File: src/rtl/pipe_hazard_ctrl.sv
// Hazard and stall controller for a two-stage-after-fetch pipeline (IF -> EXE -> MWB).
// Stretches the pipe over slow data memory, inserts load-use bubbles and flushes on taken branches.
module pipe_hazard_ctrl #(
    parameter int unsigned TIMEOUT = 16
) (
    input  logic        clk,
    input  logic        rst,
    input  logic        ex_valid,
    input  logic [4:0]  ex_rs1,
    input  logic [4:0]  ex_rs2,
    input  logic        br_taken,
    input  logic        mwb_valid,
    input  logic        mwb_load,
    input  logic        mwb_store,
    input  logic [4:0]  mwb_rd,
    input  logic        mem_ack,
    output logic        mem_req,
    output logic        hold_if,
    output logic        hold_mwb,
    output logic        bubble_mwb,
    output logic        flush_if,
    output logic        mem_err,
    output logic [15:0] stall_cnt
);

    // state    | meaning
    // RUN      | normal flow; single-cycle memory ops and branch flushes handled here
    // MEM_WAIT | memory access outstanding, whole pipe frozen
    // LD_USE   | one bubble cycle after a load feeding the EXE instruction
    // ERR      | memory timed out; pipe frozen until reset
    typedef enum logic [1:0] {
        RUN      = 2'd0,
        MEM_WAIT = 2'd1,
        LD_USE   = 2'd2,
        ERR      = 2'd3
    } state_t;

    localparam logic [7:0] TIMEOUT_TC = 8'(TIMEOUT);

    state_t      state;
    state_t      state_nxt;
    logic [7:0]  wait_cnt;
    logic [7:0]  wait_nxt;

    logic        mem_op;
    logic        ld_haz;
    logic        req_c;
    logic        hold_if_c;
    logic        hold_mwb_c;
    logic        bubble_c;
    logic        flush_c;
    logic        err_c;

    assign mem_op = mwb_valid & (mwb_load | mwb_store);
    assign ld_haz = mwb_valid & mwb_load & ex_valid & (mwb_rd != 5'd0) &
                    ((mwb_rd == ex_rs1) | (mwb_rd == ex_rs2));

    always_ff @(posedge clk or negedge rst) begin
        if (!rst) begin
            state    <= RUN;
            wait_cnt <= 8'd0;
        end else begin
            state    <= state_nxt;
            wait_cnt <= wait_nxt;
        end
    end

    always_comb begin
        state_nxt  = state;
        wait_nxt   = wait_cnt;
        req_c      = 1'b0;
        hold_if_c  = 1'b0;
        hold_mwb_c = 1'b0;
        bubble_c   = 1'b0;
        flush_c    = 1'b0;
        err_c      = 1'b0;
        case (state)
            RUN: begin
                req_c = mem_op;
                if (mem_op && !mem_ack) begin
                    hold_if_c  = 1'b1;
                    hold_mwb_c = 1'b1;
                    state_nxt  = MEM_WAIT;
                    wait_nxt   = 8'd1;
                end else if (ld_haz) begin
                    // load completed this cycle; the branch outcome is stale, so no flush
                    hold_if_c = 1'b1;
                    bubble_c  = 1'b1;
                    state_nxt = LD_USE;
                end else begin
                    flush_c = ex_valid & br_taken;
                end
            end
            MEM_WAIT: begin
                req_c = 1'b1;
                if (mem_ack) begin
                    wait_nxt = 8'd0;
                    if (ld_haz) begin
                        hold_if_c = 1'b1;
                        bubble_c  = 1'b1;
                        state_nxt = LD_USE;
                    end else begin
                        state_nxt = RUN;
                    end
                end else begin
                    hold_if_c  = 1'b1;
                    hold_mwb_c = 1'b1;
                    if (wait_cnt == TIMEOUT_TC) begin
                        state_nxt = ERR;
                    end else begin
                        wait_nxt = wait_cnt + 8'd1;
                    end
                end
            end
            LD_USE: begin
                flush_c   = ex_valid & br_taken;
                state_nxt = RUN;
            end
            ERR: begin
                hold_if_c  = 1'b1;
                hold_mwb_c = 1'b1;
                err_c      = 1'b1;
            end
            default: begin
                state_nxt = RUN;
            end
        endcase
    end

    // Outputs are forced low while reset is held, independent of the clock.
    assign mem_req    = rst & req_c;
    assign hold_if    = rst & hold_if_c;
    assign hold_mwb   = rst & hold_mwb_c;
    assign bubble_mwb = rst & bubble_c;
    assign flush_if   = rst & flush_c;
    assign mem_err    = rst & err_c;

    always_ff @(posedge clk or negedge rst) begin
        if (!rst) begin
            stall_cnt <= 16'd0;
        end else if (hold_if && (stall_cnt != 16'hFFFF)) begin
            stall_cnt <= stall_cnt + 16'd1;
        end
    end

endmodule
File: config.mk
export PLATFORM = sky130hd
export DESIGN_NAME = pipe_hazard_ctrl
export DESIGN_NICKNAME = d
export VERILOG_FILES = /design/src/rtl/pipe_hazard_ctrl.sv
export SDC_FILE = /design/constraint.sdc
export NUM_CORES = 1
export LEC_CHECK = 0
export ABC_AREA = 1
export ABC_CLOCK_PERIOD_IN_PS = 1800
export BUFFER_PORTS_ARGS = -buffer_cell sky130_fd_sc_hd__clkbuf_2
export CORE_ASPECT_RATIO = 1.5
export CORE_MARGIN = 1.5
export CORE_UTILIZATION = 34
export DETAILED_ROUTE_END_ITERATION = 10
export PLACE_DENSITY = 0.53
export SYNTH_ARGS = -nofsm -noshare
export SYNTH_HDL_FRONTEND = slang
export SYNTH_SLANG_ARGS = --single-unit
File: constraint.sdc
create_clock -name clk -period 1.8 [get_ports clk]
set_clock_uncertainty 0.15 [all_clocks]
set_input_delay 0.18 -clock clk [delete_from_list [all_inputs] [get_ports clk]]
set_output_delay 0.18 -clock clk [all_outputs]
set_load 0.005 [all_outputs]
==> impl_results.md <==
- CTS clk-pin slew, worst paths: 0.10 ns
- Crit path from: state[1]
- Post-synth top area share: 32.0%
- Final Wtd Congestion: 0.948
- Vias per cell: 4.94
- Max transition margin: 74.6%
- Final setup viols: 14
- Crit. End Element: output port
- Most used flip-flop cell after synthesis: dfrtp_1
- Synth unique cells: 28
- DRT Pass-1 Iters: 4
- Synth area leader: dfrtp_1
- Unrepaired setup endpoints after global routing: true
- # fillers: 601
- Initial antenna violation count: 0
- Drt wl/cell: 13.2 um
- Final net count: 411
- H-tree depth: 1
- Syn. warnings: 0
- Setup TNS: -0.180 ns
- Flops & latches, synth: 26
- Buffers on Ports: 44
- Core area: 5790 um^2
- Multi-input gate area in the final layout: 1360 um^2
- EDFF count, synth: 0
- Layout Utilization: 50.1%
- CP max FO: 3
- Most frequent cell after synthesis: nand2_1
- # Max-Cap Violations: 0
- Full die area: 6460 um^2
- CP endpoint: hold_if
- Clock latency on the worst-skew pair: 0.28 ns
- Clk root buf: clkbuf_8
- Least-Margin Pin Slew: 0.380 ns
- Kind of critical path: flop to output port
- Startpoint Class: flop
- Status: finished with violations
- Minimum clock period: 1.83 ns
- Residual DRC count: 0
- Leakage Power: 1.51 nW
- Synth Instances: 293
- Commonest cells post-synth: nand2_1 (80), inv_1 (43), nor2_1 (27)
- Synthesis-to-finish area growth: 42.7%
- Synth area leaders: dfrtp_1 (32%), nand2_1 (15%), inv_1 (7.9%)
- Max Fclk: 546 MHz
- Layout cells sized above 1: 34.1%
- Sink Count: 26
- Die width: 66.1 um
- Worst EP required: 1.47 ns
- Largest net degree at the start of global routing: 27
- Clock buffer depth: 2
- Die Y: 97.7 um
- Vias post-DR: 2225
- Starting Density: 35.1%
- Final ANT Viol Nets: 0
- PwrDens: 974 nW/um^2
- First-pass GRT wire length: 9620 um
- Sequential fraction of the synthesis area: 32.0%
- Vias in the first global route: 2246
- Mapped Nets: 325
- Antenna diodes: 0
- Avg Inst Size Synth: 6.93 um^2
- Hold Crit Class: primary input to flop
- 1st-iter DRT viols: 71
- CP Data Arrival Time: 1.50 ns
- Core Rows: 34
- Register area: 652 um^2
- Max VDD drop: 0.373 mV
- Hpwl dp: 4390 um
- Cell Area, Synth: 2030 um^2
- Reg2reg start: stall_cnt[0]
- Final hold violations: 0
- IO Pins: 45
- GRT Total Usage: 18.8%
- Final worst slack: -0.0329 ns
- Setup slack, reg-to-reg: -0.02 ns
- Total CTS buffers: 3
- Reg2reg end: stall_cnt[2]
- Pins Over Slew Limit: 0
- TritonCTS clock tree: yes
- Gr ovfl total: 0
- Failing checks: setup timing
- FF-to-FF path depth: 9
- Share of the cycle needed by the critical path after routing: 102%
- Ys async rst share: 100%
- Post-Route WL: 5940 um
## state kept, by name, indices dropped and copies added (netlist names)
| name | count |
|---|---|
| state | 2 |
| stall_cnt | 16 |
| wait_cnt | 8 |
## through the flow
stage	setup WS, ns	power (mW)	cells	hold WS, ns	area, um^2
6_report	-0.0329	2.82	450	0.197	2900
3_5_place_dp	-0.0248	1.93	433	0.176	2550
5_1_grt	-0.128	3.04	450	0.224	2900
3_3_place_gp	0.0349	1.92	433	0.180	2550
4_1_cts	-0.0328	2.67	445	0.201	2760
2_1_floorplan	0.00241	1.40	293	-0.266	2050
## cells in the final DEF (no fill, tap or decap), types with 6 or more instances in the layout
cell type	count
nand2_1	75
inv_1	39
clkbuf_2	39
buf_4	34
dfrtp_1	25
nor2_1	21
nand4_1	20
nand3_1	15
xor2_1	12
nor3_1	8
inv_2	7
o21ai_0	7
xnor2_1	6
nand2_2	6
## what timing repair did
action / in CTS / in global routing
endpoints found under the setup margin: 19 / 30
hold endpoints to repair: 26 / 0
resized for setup: 22 / 32
hold buffers: 1 / 0
pin swaps: 9 / 36
buffers inserted: 7 / 4
gates cloned: 0 / 1
## where the power goes
part,internal (mW),total (mW),leakage (nW),switching [mW]
Sequential,0.665,0.729,0.353,0.0638
Clock,0.298,0.499,0.0357,0.201
Combinational,0.737,1.60,1.13,0.859
Total,1.70,2.82,1.51,1.12
## per-layer routing
layer / global-route usage, % / share of wire [%] / up-vias
met3: 1.97 / 3.3 / 15
met4: 7.38 / 2.7 / 0
met1: 20.3 / 39 / 1043
met2: 35.5 / 55 / 54
li1: - / - / 1113
met5: 0 / 0 / -
## worst min-delay path by stage
| stage | from | endpoint | slack (ns) | depth (start not counted) |
|---|---|---|---|---|
| after detailed placement | rst | state[0] | 0.18 | 2 |
| after global routing | mem_ack | wait_cnt[7] | 0.22 | 5 |
| after CTS | mem_ack | wait_cnt[7] | 0.20 | 5 |
| after global placement | rst | stall_cnt[9] | 0.18 | 2 |
| final | mem_ack | wait_cnt[6] | 0.20 | 5 |
| after floorplan | rst | stall_cnt[0] | -0.27 | 0 |
## layout make-up
type | instances | area share, %
Timing Repair Buffer | 84 | 19.2
Sequential cell | 26 | 22.5
Clock inverter | 1 | 1.04
Tap cell | 72 | 3.11
Clock buffer | 3 | 1.42
Inverter | 46 | 5.95
Multi-Input combinational cell | 218 | 46.8
## worst max-delay path, cell delays in order (launching register included)
cell and delay, ns:
dfrtp_1 0.40, inv_2 0.11, ha_4 0.15, inv_2 0.05, nor2_4 0.11, nor2_4 0.05, nand2_2 0.06, inv_2 0.04
a21boi_2 0.13, buf_2 0.13
## cells by family (layout without fill, tap and decap cells)
group | after synthesis | count (layout) | synth area share, %
AOI/OAI and AO/OA | 24 | 24 | 6.40
xor gates and xnor gates | 18 | 18 | 7.76
adders and majority gates | 9 | 9 | 5.54
buffers and inverters | 50 | 134 | 9.73
DFF | 26 | 26 | 32.0
and+or+nand+nor | 166 | 167 | 38.5
No activity file was read; power rests on OpenSTA's default activity.
